$ cat src/rtl/rectangle128_key_schedule.sv
// RECTANGLE-128 key schedule: expands a 128-bit master key into 26 round keys
// (one per clock) and serves them to the core through a combinational read port.

module rectangle128_sbox (
    input  logic [3:0] x,
    output logic [3:0] y
);
    always_comb begin
        y = '0;
        case (x)
            4'h0: y = 4'h6;
            4'h1: y = 4'h5;
            4'h2: y = 4'hC;
            4'h3: y = 4'hA;
            4'h4: y = 4'h1;
            4'h5: y = 4'hE;
            4'h6: y = 4'h7;
            4'h7: y = 4'h9;
            4'h8: y = 4'hB;
            4'h9: y = 4'h0;
            4'hA: y = 4'h3;
            4'hB: y = 4'hD;
            4'hC: y = 4'h8;
            4'hD: y = 4'hF;
            4'hE: y = 4'h4;
            4'hF: y = 4'h2;
        endcase
    end
endmodule

module rectangle128_key_schedule #(
    parameter int unsigned NUM_RKEYS = 26,
    parameter logic [4:0]  RC_INIT   = 5'h01
) (
    input  logic         Clk,
    input  logic         RstN,
    input  logic         KeyLoad,
    input  logic [127:0] Key,
    input  logic [4:0]   RAddr,
    output logic [63:0]  roundKey,
    output logic         skey_ready,
    output logic         busy
);
    typedef enum logic [1:0] {IDLE, EXPAND, READY} state_t;

    state_t      state, state_nxt;
    logic [31:0] row      [4];
    logic [31:0] sb_row   [4];
    logic [31:0] row_nxt  [4];
    logic [3:0]  col_in   [8];
    logic [3:0]  col_out  [8];
    logic [63:0] key_file [NUM_RKEYS];
    logic [4:0]  rc, rc_nxt;
    logic [4:0]  cnt;
    logic        last;

    assign last = (cnt == 5'(NUM_RKEYS - 1));

    // Only the low eight columns pass through the S-box.
    for (genvar j = 0; j < 8; j++) begin : g_sbox
        assign col_in[j] = {row[3][j], row[2][j], row[1][j], row[0][j]};
        rectangle128_sbox u_sbox (.x(col_in[j]), .y(col_out[j]));
    end

    always_comb begin
        for (int unsigned i = 0; i < 4; i++) sb_row[i] = row[i];
        for (int unsigned j = 0; j < 8; j++)
            for (int unsigned i = 0; i < 4; i++)
                sb_row[i][j] = col_out[j][i];
        row_nxt[0] = {sb_row[0][23:0], sb_row[0][31:24]} ^ sb_row[1] ^ {27'b0, rc};
        row_nxt[1] = sb_row[2];
        row_nxt[2] = {sb_row[2][15:0], sb_row[2][31:16]} ^ sb_row[3];
        row_nxt[3] = sb_row[0];
        rc_nxt     = {rc[3:0], rc[4] ^ rc[2]};
    end

    always_ff @(posedge Clk or negedge RstN) begin
        if (!RstN) state <= IDLE;
        else       state <= state_nxt;
    end

    always_comb begin
        state_nxt = state;
        if (KeyLoad)
            state_nxt = EXPAND;
        else if (state == EXPAND && last)
            state_nxt = READY;
        busy       = (state == EXPAND);
        skey_ready = (state == READY);
    end

    // KeyLoad has priority, so a restart on the final cycle suppresses the K25 write.
    always_ff @(posedge Clk or negedge RstN) begin
        if (!RstN) begin
            for (int unsigned i = 0; i < 4; i++) row[i] <= '0;
            for (int unsigned i = 0; i < NUM_RKEYS; i++) key_file[i] <= '0;
            rc  <= RC_INIT;
            cnt <= '0;
        end else if (KeyLoad) begin
            for (int unsigned i = 0; i < 4; i++) row[i] <= Key[32*i +: 32];
            rc  <= RC_INIT;
            cnt <= '0;
        end else if (state == EXPAND) begin
            key_file[cnt] <= {row[3][15:0], row[2][15:0], row[1][15:0], row[0][15:0]};
            if (!last) begin
                for (int unsigned i = 0; i < 4; i++) row[i] <= row_nxt[i];
                rc  <= rc_nxt;
                cnt <= cnt + 5'd1;
            end
        end
    end

    always_comb begin
        roundKey = '0;
        if (32'(RAddr) < NUM_RKEYS) roundKey = key_file[RAddr];
    end
endmodule
$ cat config.mk
export PLATFORM = sky130hd
export DESIGN_NAME = rectangle128_key_schedule
export DESIGN_NICKNAME = d
export VERILOG_FILES = /design/src/rtl/rectangle128_key_schedule.sv
export SDC_FILE = /design/constraint.sdc
export NUM_CORES = 2
export LEC_CHECK = 0
export CORE_ASPECT_RATIO = 0.75
export CORE_MARGIN = 2
export CORE_UTILIZATION = 60
export DETAILED_ROUTE_END_ITERATION = 10
export PLACE_DENSITY = 0.78
export SLEW_MARGIN = 20
export SYNTH_ARGS = -nofsm -noshare
export SYNTH_HDL_FRONTEND = slang
export SYNTH_HIERARCHICAL = 1
export SYNTH_SLANG_ARGS = --single-unit
$ cat constraint.sdc
create_clock -name Clk -period 4.4 [get_ports Clk]
set_input_delay 0.88 -clock Clk [delete_from_list [all_inputs] [get_ports Clk]]
set_output_delay 0.88 -clock Clk [all_outputs]
set_load 0.01 [all_outputs]
==> results.sh <==
export IMPL_route_final_wire_length_mm=248
export IMPL_drt_pass1_iterations=8
export IMPL_grt_pass1_vias=56300
export IMPL_layout_worst_path_cycle_share_pct=99.9
export IMPL_p_int_w=0.0321
export IMPL_cts_sinks=1804
export IMPL_synth_lib_cells_used_distinct=58
export IMPL_holdWs_ns=0.0296
export IMPL_layout_drive_gt1_share_pct=40.5
export IMPL_critical_path_startpoint="RAddr[1]"
export IMPL_achievable_frequency_ghz=0.228
export IMPL_floorplan_initialDensity_pct=60.6
export IMPL_vias=54600
export IMPL_reg2reg_to="col_in[7]"
export IMPL_vias_per_cell=6.64
export IMPL_grt_max_degree=154
export IMPL_die_width_um=439
export IMPL_worst_endpoint_arrival_ns=3.52
export IMPL_floorplan_die_area_um2=145000
export IMPL_cts_path_max_buffers=3
export IMPL_post_dp_cell_area_um2=89900
export IMPL_postRouteAntennaNets=0
export IMPL_critical_path_required_ns=3.52
export IMPL_r2r_setup_slack_ns=1.20
export IMPL_clock_tree_root_cell="sky130_fd_sc_hd__clkbuf_16"
export IMPL_place_port_buffers=201
export IMPL_slew_viol_final=0
export IMPL_timing_setup_critical_path_class="in2out"
export IMPL_max_slew_margin_rel_pct=18.4
export IMPL_ctsHtreeMaxLevel=4
export IMPL_area_delta_synth_final_pct=12.5
export IMPL_rows=119
export IMPL_crit_reg2reg_launch="cnt[1]"
export IMPL_clkSlewWorstSetupHoldPaths_ns=0.06
export IMPL_remaining_routing_drc_violations=0
export IMPL_fin_nets=6382
export IMPL_power_switching_fraction_pct=29.8
export IMPL_gr_total_overflow=0
export IMPL_netlist_area_um2=85200
export IMPL_ys_warnings=6
export IMPL_count_of_boundary_i_o_pins=202
export IMPL_timing_final_hold_violations=0
export IMPL_vdd_drop_max_uv=406
export IMPL_synth_enable_flop_cells=0
export IMPL_ys_async_sr_fraction_pct=100
export IMPL_grt_setup_unrepaired="false"
export IMPL_part_of_the_total_power_dissipated_in_combinational_logic_pct=18.7
export IMPL_finalWeightedCongestion=0.891
export IMPL_p_leak_nw=45.4
export IMPL_floorplan_core_area_um2=141000
export IMPL_fin_worst_skew_ns=0.0220
export IMPL_max_slew_worst_pin_slew_ns=1.22
export IMPL_period_minus_slack_ns=4.40
export IMPL_synth_seq_area_share_pct=53.0
export IMPL_clkLatencyLatePin_ns=0.83
export IMPL_pwrdens_nw_per_um2=478
export IMPL_setup_worst_path_end="roundKey[6]"
export IMPL_p_total_w=0.0458
export IMPL_final_core_utilization_pct=68.1
export IMPL_die_height_um=330
export IMPL_crit_path_max_fanout=31
export IMPL_run_status="completed"
export IMPL_finalSetupViolCount=0
export IMPL_antenna_found_initial=7
export IMPL_syn_avg_cell_area_um2=13.9
export IMPL_endpoint_class_of_the_critical_path="output pin"
export IMPL_synth_ff_type="sky130_fd_sc_hd__dfrtp_1"
export IMPL_holdCritPathClass="in2async"
export IMPL_place_hpwl_mm=149
export IMPL_detailedRoute_firstIterationViolations=5846
export IMPL_ys_ff_latch=1804
export IMPL_postLayoutCellArea_um2=95900
export IMPL_p_seq_share_pct=47.4
export IMPL_cap_violations=0
export IMPL_cell_count_of_the_worst_reg_to_reg_path=7
export IMPL_global_route_wire_length_before_repair_mm=371
export IMPL_clock_power_share_pct=33.9
export IMPL_synth_fp_nets=6317
export IMPL_grt_total_usage_pct=34.6
export IMPL_power_switching_w=0.0137
export IMPL_start_kind="primary input"
export IMPL_tritoncts_num_buffers=169
export IMPL_wl_per_cell_um=30.1
export IMPL_count_of_mapped_cells_out_of_synthesis=6145
export IMPL_tritoncts="built"
cell usage after synthesis (all sizes together), types with 8 or more instances:
library cell,n,share of area (%)
a211oi,28,0.25
a21oi,44,0.26
a221oi,108,1.1
a22o,9,0.092
a22oi,93,0.82
and2,8,0.059
buf,314,2.3
clkbuf,267,1.2
dfrtp,1803,53
ha,36,0.53
inv,14,0.062
mux2,1706,23
mux2i,373,4.4
mux4,228,6.0
nand2,202,0.94
nand2b,136,1.0
nand3,93,0.55
nand4,11,0.081
nor2,116,0.55
nor2b,84,0.62
o2111ai,18,0.18
o211ai,49,0.43
o21ai,229,1.4
o22ai,39,0.29
xnor2,86,0.88
layer usage:
layer	share of wire (%)	vias up	global-route usage (%)
met5	0.012	-	0
met4	3.5	6	12.2
met3	8.4	506	6.92
met2	46	2314	53.8
met1	42	29200	49.0
li1	-	22600	-
registers in the layout, indices dropped and copies added, names as in the netlist:
signal and flops:
rc 5, state 2, row 96, key_file 1664, cnt 5, col_in 32
cell type report:
class | count | area (um2)
diodes | 2 | 5.00
clock buffers | 231 | 4850
clock inverters | 78 | 1010
fillers | 9540 | 44900
inverters | 14 | 53.8
multi-input cells | 3746 | 37300
flip-flops and latches | 1804 | 45200
well taps | 1875 | 2350
repair buffers | 475 | 5110
power by group through the flow:
stage               registers, W  logic, W  clock network, W
floorplan                 0.0203   0.00678                 0
global placement          0.0217   0.00811                 0
detailed placement        0.0219   0.00841                 0
CTS                       0.0216   0.00849            0.0156
global route              0.0220   0.00925            0.0164
finish                    0.0217   0.00857            0.0155
worst min-delay path by stage:
stage | to | slack (ns) | depth (start not counted) | startpoint
6_report | key_file[1391] | 0.03 | 1 | RstN
5_1_grt | key_file[1327] | 0.06 | 1 | RstN
4_1_cts | key_file[1327] | 0.02 | 1 | RstN
3_5_place_dp | key_file[792] | 0.47 | 1 | key_file[792]
3_3_place_gp | key_file[787] | 0.46 | 1 | key_file[787]
2_1_floorplan | key_file[783] | 0.45 | 1 | key_file[783]
critical path, cell delays in order:
cell and delay, ns:
sky130_fd_sc_hd__buf_8 0.29, sky130_fd_sc_hd__buf_12 0.32, sky130_fd_sc_hd__buf_12 0.22, sky130_fd_sc_hd__mux2i_2 0.37, sky130_fd_sc_hd__o22ai_1 0.27, sky130_fd_sc_hd__a211oi_1 0.34
sky130_fd_sc_hd__o211ai_1 0.23, sky130_fd_sc_hd__clkdlybuf4s50_1 0.53
timing repair:
item | 4_1_cts | 5_1_grt
endpoints found under the setup margin | 2 | 2
buffers inserted | 0 | 0
resized for setup | 2 | 2
hold buffers | 0 | 0
cloned | 0 | 0
cells by family after synthesis:
| kind of cell | count (synthesis) | share of synthesized area (%) |
|---|---|---|
| DFF | 1804 | 53.0 |
| AOI/OAI and AO/OA | 643 | 5.07 |
| and+or+nand+nor | 671 | 4.04 |
| xor gates and xnor gates | 89 | 0.915 |
| muxes | 2307 | 32.9 |
| buffers and inverters | 595 | 3.55 |
| adders and majority gates | 36 | 0.528 |
metrics by stage:
stage,instances,worst slack (ns),TNS (ns)
final,8225,0.00459,0
after global routing,8223,0.0329,0
after CTS,8222,0.0117,0
after detailed placement,7913,-0.0162,-0.0162
after global placement,7913,-0.0545,-0.0545
after floorplan,6145,1.14,0
cells in the final DEF (no fill, tap or decap), types with 6 or more instances in the layout:
cell                              synthesis  final
sky130_fd_sc_hd__dfrtp_2                  0     20
sky130_fd_sc_hd__bufinv_16                0     19
sky130_fd_sc_hd__o21ai_2                  8      8
sky130_fd_sc_hd__o21ai_1                 10     10
sky130_fd_sc_hd__o211ai_1                49     49
sky130_fd_sc_hd__inv_6                    0      7
sky130_fd_sc_hd__clkbuf_1               266     24
sky130_fd_sc_hd__clkinv_2                 0     39
sky130_fd_sc_hd__a211oi_1                27     27
sky130_fd_sc_hd__mux2i_1                373    371
sky130_fd_sc_hd__clkdlybuf4s50_1          0    193
sky130_fd_sc_hd__clkbuf_8                 0     37
sky130_fd_sc_hd__nand4_1                 11     11
sky130_fd_sc_hd__o2111ai_1               18     18
sky130_fd_sc_hd__a21oi_1                 44     44
sky130_fd_sc_hd__mux2_1                  18     18
sky130_fd_sc_hd__clkbuf_16                0    170
sky130_fd_sc_hd__nor2_1                 105     99
sky130_fd_sc_hd__a31oi_1                  6      6
sky130_fd_sc_hd__nand2_1                186    185
sky130_fd_sc_hd__nand2b_1               136    135
sky130_fd_sc_hd__mux4_2                 228    228
sky130_fd_sc_hd__buf_12                   0     81
sky130_fd_sc_hd__nand3_1                 93     93
sky130_fd_sc_hd__ha_1                    36     36
sky130_fd_sc_hd__xnor2_1                 86     86
sky130_fd_sc_hd__dfrtp_1               1803   1783
sky130_fd_sc_hd__inv_1                   13     13
sky130_fd_sc_hd__o2bb2ai_1                7      7
sky130_fd_sc_hd__buf_4                   66    195
sky130_fd_sc_hd__a22oi_1                 93     93
sky130_fd_sc_hd__o22ai_1                 39     39
sky130_fd_sc_hd__mux2_2                1688   1688
sky130_fd_sc_hd__o21ai_0                211    211
sky130_fd_sc_hd__nor2b_1                 83     79
sky130_fd_sc_hd__a22o_1                   9      9
sky130_fd_sc_hd__nand2_4                  0     16
sky130_fd_sc_hd__nor2_4                   2     13
sky130_fd_sc_hd__a221oi_1               108    108
(Power assumes the default switching activity.)
